**config.mk**
```make
export PLATFORM = sky130hd
export DESIGN_NAME = alu_exec_ctrl
export DESIGN_NICKNAME = d
export VERILOG_FILES = /design/src/rtl/alu_ctrl_pkg.sv /design/src/rtl/alu_exec_ctrl.sv
export SDC_FILE = /design/constraint.sdc
export NUM_CORES = 1
export LEC_CHECK = 0
export ABC_AREA = 1
export CORE_MARGIN = 2
export CORE_UTILIZATION = 41
export CTS_CLUSTER_DIAMETER = 100
export CTS_CLUSTER_SIZE = 20
export DETAILED_ROUTE_END_ITERATION = 8
export GPL_ROUTABILITY_DRIVEN = 0
export PLACE_DENSITY = 0.76
export REMOVE_ABC_BUFFERS = 1
export SKIP_CTS_REPAIR_TIMING = 1
export SLEW_MARGIN = 20
export SYNTH_ARGS = -nofsm -noshare
export SYNTH_HDL_FRONTEND = slang
export SYNTH_SLANG_ARGS = --single-unit
```
**constraint.sdc**
```tcl
create_clock -name clk -period 2.01 [get_ports clk]
set_input_delay 0.402 -clock clk [delete_from_list [all_inputs] [get_ports clk]]
set_output_delay 0.402 -clock clk [all_outputs]
set_load 0.01 [all_outputs]
```
**src/rtl/alu_ctrl_pkg.sv**
```systemverilog
// Opcode map, controller state encoding and instruction-decode helpers
// shared by the ALU execution controller.
package alu_ctrl_pkg;

  localparam logic [4:0] OP_DEC_R  = 5'b00101;
  localparam logic [4:0] OP_DEC_I  = 5'b00110;
  localparam logic [4:0] OP_XOR_R  = 5'b00111;
  localparam logic [4:0] OP_XOR_I  = 5'b01000;
  localparam logic [4:0] OP_NAND_R = 5'b01001;
  localparam logic [4:0] OP_NAND_I = 5'b01010;
  localparam logic [4:0] OP_ROR_R  = 5'b01011;
  localparam logic [4:0] OP_ROR_I  = 5'b01100;
  localparam logic [4:0] OP_INC    = 5'b10010;

  typedef enum logic [2:0] {
    ST_IDLE,
    ST_RD1,
    ST_RD2,
    ST_EXEC,
    ST_ALU,
    ST_WB,
    ST_ERR
  } ctrl_state_t;

  function automatic logic is_legal(input logic [4:0] op);
    return ((op >= OP_DEC_R) && (op <= OP_ROR_I)) || (op == OP_INC);
  endfunction

  function automatic logic is_imm(input logic [4:0] op);
    return (op == OP_DEC_I) || (op == OP_XOR_I) || (op == OP_NAND_I) || (op == OP_ROR_I);
  endfunction

  function automatic logic is_unary(input logic [4:0] op);
    return (op == OP_DEC_R) || (op == OP_DEC_I) || (op == OP_INC);
  endfunction

endpackage

```
**src/rtl/alu_exec_ctrl.sv**
```systemverilog
// Serialises shared-ALU use: accept, read rs1/rs2, execute, write back; done 5 cycles after accept.
// One instruction in flight; instr_ready is low from accept until the controller is back in IDLE.
module alu_exec_ctrl #(
  parameter int DATA_W = 10,
  parameter int RA_W   = 3
) (
  input  logic              clk,
  input  logic              rst,
  input  logic              instr_valid,
  output logic              instr_ready,
  input  logic [4:0]        instr_opcode,
  input  logic [RA_W-1:0]   instr_rd,
  input  logic [RA_W-1:0]   instr_rs1,
  input  logic [RA_W-1:0]   instr_rs2,
  input  logic [DATA_W-1:0] instr_imm,
  output logic [RA_W-1:0]   rf_raddr,
  input  logic [DATA_W-1:0] rf_rdata,
  output logic              rf_we,
  output logic [RA_W-1:0]   rf_waddr,
  output logic [DATA_W-1:0] rf_wdata,
  output logic [4:0]        alu_opcode,
  output logic [DATA_W-1:0] alu_op1,
  output logic [DATA_W-1:0] alu_op2,
  input  logic [DATA_W-1:0] alu_res,
  input  logic              alu_s,
  input  logic              alu_g,
  output logic              flag_s,
  output logic              flag_g,
  output logic              done,
  output logic              illegal
);
  import alu_ctrl_pkg::*;

  ctrl_state_t       state_q, state_d;
  logic [4:0]        opcode_q, opcode_d;
  logic [RA_W-1:0]   rd_q, rd_d, rs1_q, rs1_d, rs2_q, rs2_d;
  logic [DATA_W-1:0] imm_q, imm_d, op1_q, op1_d, op2_q, op2_d, res_q, res_d;
  logic              s_q, s_d, g_q, g_d, flag_s_q, flag_s_d, flag_g_q, flag_g_d;

  always_ff @(posedge clk or posedge rst) begin
    if (rst) begin
      state_q  <= ST_IDLE;
      opcode_q <= '0;
      rd_q     <= '0;
      rs1_q    <= '0;
      rs2_q    <= '0;
      imm_q    <= '0;
      op1_q    <= '0;
      op2_q    <= '0;
      res_q    <= '0;
      s_q      <= 1'b0;
      g_q      <= 1'b0;
      flag_s_q <= 1'b0;
      flag_g_q <= 1'b0;
    end else begin
      state_q  <= state_d;
      opcode_q <= opcode_d;
      rd_q     <= rd_d;
      rs1_q    <= rs1_d;
      rs2_q    <= rs2_d;
      imm_q    <= imm_d;
      op1_q    <= op1_d;
      op2_q    <= op2_d;
      res_q    <= res_d;
      s_q      <= s_d;
      g_q      <= g_d;
      flag_s_q <= flag_s_d;
      flag_g_q <= flag_g_d;
    end
  end

  always_comb begin
    state_d     = state_q;
    opcode_d    = opcode_q;
    rd_d        = rd_q;
    rs1_d       = rs1_q;
    rs2_d       = rs2_q;
    imm_d       = imm_q;
    op1_d       = op1_q;
    op2_d       = op2_q;
    res_d       = res_q;
    s_d         = s_q;
    g_d         = g_q;
    flag_s_d    = flag_s_q;
    flag_g_d    = flag_g_q;
    instr_ready = 1'b0;
    rf_raddr    = '0;
    rf_we       = 1'b0;
    rf_waddr    = '0;
    rf_wdata    = '0;
    done        = 1'b0;
    illegal     = 1'b0;

    case (state_q)
      ST_IDLE: begin
        // Held low while reset is asserted so nothing is offered as accepted then.
        instr_ready = !rst;
        if (instr_valid) begin
          opcode_d = instr_opcode;
          rd_d     = instr_rd;
          rs1_d    = instr_rs1;
          rs2_d    = instr_rs2;
          imm_d    = instr_imm;
          state_d  = is_legal(instr_opcode) ? ST_RD1 : ST_ERR;
        end
      end
      ST_RD1: begin
        rf_raddr = rs1_q;
        state_d  = ST_RD2;
      end
      ST_RD2: begin
        op1_d    = rf_rdata;
        rf_raddr = rs2_q;
        state_d  = ST_EXEC;
      end
      ST_EXEC: begin
        // The rs2 read is issued for every form and simply discarded when unused.
        op2_d   = is_unary(opcode_q) ? '0 : (is_imm(opcode_q) ? imm_q : rf_rdata);
        state_d = ST_ALU;
      end
      ST_ALU: begin
        res_d   = alu_res;
        s_d     = alu_s;
        g_d     = alu_g;
        state_d = ST_WB;
      end
      ST_WB: begin
        rf_we    = 1'b1;
        rf_waddr = rd_q;
        rf_wdata = res_q;
        done     = 1'b1;
        flag_s_d = s_q;
        flag_g_d = g_q;
        state_d  = ST_IDLE;
      end
      ST_ERR: begin
        illegal = 1'b1;
        state_d = ST_IDLE;
      end
      default: state_d = ST_IDLE;
    endcase
  end

  assign alu_opcode = opcode_q;
  assign alu_op1    = op1_q;
  assign alu_op2    = op2_q;
  assign flag_s     = flag_s_q;
  assign flag_g     = flag_g_q;

endmodule

```
# Word level (Yosys, flattened, before mapping)
# Index checks and enable logic that the tools add are counted.
# word_totals
input_bits	49
elab_cells	50
ff_bits	61
output_inout_bits	47
# classes
n_reduce_logical	10
mux	11
magnitude_cmp	2
eq_ne	14
# op_table
operator	count
10-bit two-way mux	3
5-bit by 4-bit == test with 1-bit output, second input constant	3
3-bit case mux with 5 select lines	1
5-bit by 3-bit == test with 1-bit output, second input constant	2
5-bit == test, second input constant	2
3-bit == test, second input constant	3
3-bit two-way mux	3
3-bit by 2-bit == test with 1-bit output, second input constant	2
1-bit logical OR	6
3-bit case mux with 2 select lines	1
5-bit by 3-bit >= comparator with 1-bit output, second input constant	1
5-bit by 4-bit <= comparator with 1-bit output, second input constant	1
3-bit by 1-bit == test with 1-bit output, second input constant	1
3-bit zero test	1
1-bit two-way mux	3
2-bit inequality test, second input constant	1
2-bit AND reduction	1
1-bit logical AND	1
1-bit zero test	1

# Longest topological paths before layout
# logic_depth
word_depth	6
depth_mapped	7
depth_no_buf	7

# Least setup slack after synthesis
# No wires, ideal clock.
# synth_path
path_type	reg2out
from	register state_q[1]
to	output port rf_waddr[0]
setup_slack_ns	0.402
path_buffers	1
required_time_ns	1.608
arrival_time_ns	1.206
stages_incl_launch_ff	5
cell_sequence	dfrtp_1 -> nor3_4 -> inv_1 -> buf_2 -> nor2_1
# synth_via
elab_chain_len	2
# synth_lines
element	line_no	source
start: declaration	alu_exec_ctrl.sv:34	ctrl_state_t state_q, state_d;
start signal: assignment	alu_exec_ctrl.sv:56	state_q <= state_d;
3-bit == test	alu_exec_ctrl.sv:94	case (state_q)
3-bit two-way mux	alu_exec_ctrl.sv:94	
end: declaration	alu_exec_ctrl.sv:19	output logic [RA_W-1:0] rf_waddr,
# No other way between the ends.

# Worst setup path in the final report
# layout_path
from	register state_q[2]
to	output port rf_raddr[1]
# layout_via
elab_chain_len	2
elab_cells_between_ends	3
classes_between	eq/ne: 2; mux: 1
# layout_lines
element	line_no	source
3-bit by 2-bit == test with 1-bit output / 3-bit by 1-bit == test with 1-bit output (equally long branches)	alu_exec_ctrl.sv:94	
3-bit case mux with 2 select lines (*)	alu_exec_ctrl.sv:94	
end: declaration	alu_exec_ctrl.sv:16	output logic [RA_W-1:0] rf_raddr,
# Mark *: on every way between the ends. The rest lies on a longest branch, timed or not.

==> results.py <==
metrics = {
    "logic_synthesis": {
        "synth_area_per_cell_um2": 8.50,
        "ys_seq_area_frac": 0.540,
        "synth_area_leader_cell": "dfrtp_1",
        "synth_edf_count": 0,
        "ys_seq_elements": 61,
        "synthTopCellsByArea": "dfrtp_1 (54%), nand2_1 (8.0%), inv_1 (7.2%), nor2_1 (6.2%), a21oi_2 (6.2%)",
        "netlist.area_leader.share": 0.540,
        "ys_async_sr_fraction": 1.00,
        "synth_area_um2": 2830,
        "synth_commonest_cells": "dfrtp_1 (61), nand2_1 (60), inv_1 (54), nor2_1 (47), nand3_1 (26)",
        "synth_cells": 333,
        "synth_most_common_cell": "dfrtp_1",
        "yosys_warnings": 0,
        "yosysUniqueCellTypes": 22,
        "synth_flop_cell": "dfrtp_1",
    },
    "floorplan": {
        "io_pins": 96,
        "die_area_um2": 7580,
        "num_rows": 30,
        "start_util": 0.421,
        "die_x_um": 87.1,
        "core-area_um2": 6720,
        "die_h_um": 87.1,
    },
    "sta": {
        "worstMarginPinSlew_ns": 0.378,
        "setup_ws_ns": -0.151,
        "drv_slew": 0,
        "setup_viol": 2,
        "fmax_mhz": 463,
        "clock_skew_ns": 0.00398,
        "rsz0062_at_grt": "true",
        "fin_crit_sh": 1.08,
        "hold_viol": 0,
        "relSlewSlack": 0.748,
        "fin_crit_ns": 2.16,
    },
    "clock_network": {
        "htree_levels": 3,
        "root_buffer": "clkbuf_8",
        "cts_tree": "built",
        "insertion_delay_ns": 0.33,
        "cts_made_buffers": 9,
        "clockBufferDepth": 2,
        "clk_pin_slew_ns": 0.06,
        "cts.sinks": 61,
    },
    "placed_design": {
        "dpl_cell_area_um2": 3870,
        "portBuffers": 95,
        "dp.cells": 503,
        "dp_hpwl_um": 4790,
        "dp_slack_ns": 0.00505,
    },
    "outcome": {
        "status": "finished with violations",
        "violations": "setup timing",
    },
    "pwr": {
        "ir_drop_uv": 673,
        "power_density_nw_per_um2": 1440,
        "leakage_nw": 2.10,
    },
    "global_route": {
        "grt_pass1_wl_um": 11100,
        "grt_start_max_net_pins": 62,
        "grtUsageTotal": 0.189,
        "antenna_found_initial": 0,
        "gr-total-overflow": 0,
        "grt_pass1_vias": 2489,
    },
    "detailed_routing": {
        "route.detailed.vias_per_inst": 4.79,
        "wire_per_inst_um": 12.9,
        "vias": 2496,
        "route.detailed.drc": 0,
        "wl_um": 6720,
        "ant_nets": 0,
        "drt_iter0_markers": 92,
        "firstDrtPassIters": 4,
    },
    "worst_setup_path": {
        "cp-start-kind": "register",
        "r2r_start": "state_q[0]",
        "critPathArrivalTime_ns": 1.76,
        "startpoint": "state_q[2]",
        "worst-path-max-fanout": 5,
        "critPathKind": "register to output port",
        "worstSetupEndpointType": "output port",
        "cp_data_required_time_ns": 1.61,
    },
    "layout": {
        "seqCellArea_um2": 1530,
        "final_cell_area_um2": 4050,
        "final_nets": 485,
        "syn_to_final_growth_pct": 43.1,
        "fillers": 598,
        "drive_gt1_frac": 0.179,
        "antenna_cells": 0,
        "multi_input_area_um2": 1010,
        "fin_cells": 521,
        "fin_util": 0.602,
    },
    "min_path": {
        "hold_class": "primary input to async pin",
    },
    "flow_run": {
        "drv_cap": 0,
    },
}
==> power by group <==
group | internal, W | leakage (nW) | switching [W]
clock network | 0.000508 | 0.0921 | 0.000470
logic | 0.00127 | 1.31 | 0.00148
registers | 0.00182 | 0.704 | 0.000273
total | 0.00360 | 2.10 | 0.00222
==> metrics by stage <==
step                      hold WS, ns  power (W)  setup TNS, ns
after floorplan                 0.443    0.00359              0
after global routing            0.510    0.00631         -0.526
final                           0.480    0.00582         -0.291
after CTS                       0.481    0.00588          -5.67
after detailed placement        0.463    0.00487              0
after global placement          0.454    0.00478              0
==> metal layers <==
| layer | track usage | routed length (um) | up-vias |
|---|---|---|---|
| met5 | 0 | 0 | - |
| met4 | 0.0938 | 160 | 0 |
| met3 | 0.0351 | 299 | 12 |
| met2 | 0.323 | 3380 | 72 |
| met1 | 0.229 | 2870 | 1171 |
| li1 | - | - | 1241 |
==> final cells by class <==
| type | count | area share |
|---|---|---|
| clock buffers | 12 | 0.0383 |
| clock inverters | 4 | 0.00556 |
| inverters | 58 | 0.0547 |
| multi-input cells | 200 | 0.250 |
| flip-flops and latches | 61 | 0.377 |
| well taps | 80 | 0.0247 |
| repair buffers | 106 | 0.249 |
==> sequential cells by signal, summed over array words and instances (netlist names) <==
name	count
alu_opcode	5
rs1_q	3
g_q	1
flag_s	1
state_q	3
rs2_q	3
alu_op1	10
imm_q	10
rd_q	3
s_q	1
res_q	10
flag_g	1
alu_op2	10
==> worst paths after layout <==
kind	end	cells past startpoint	slack, ns
setup / recovery	rf_raddr[1]	4	-0.15
hold / removal	flag_g	3	0.48
setup reg to reg	imm_q[3]	8	0.53
hold reg to reg	flag_s	2	0.48
max in group asynchronous	s_q	3	1.25
min in group clk	flag_s	2	0.48
==> logic make-up after synthesis <==
kind of cell    synth area share
compound gates             0.122
buf+inv                    0.108
flops                      0.540
mux                      0.00796
simple gates               0.222
==> worst max-delay path: stages, from the launching register on <==
cell and delay [ns]:
dfrtp_1 0.39, inv_2 0.13, nand3_2 0.14, o22ai_1 0.19, clkdlybuf4s50_1 0.56
==> cell usage in the layout, fill, tap and decap left out, drive strengths merged <==
cell,Yosys,layout
nand4,1,1
clkbuf,2,18
nand2,63,63
buf,12,18
nor3,6,6
clkdlybuf4s50,0,77
o21ai,17,17
clkinvlp,0,2
dfrtp,61,61
nor2,49,49
inv,58,57
o22ai,3,3
a21oi,33,33
mux2,2,2
clkinv,0,3
dlymetal6s2s,0,5
nand3,26,26
Power figures use the tool's default switching activity.
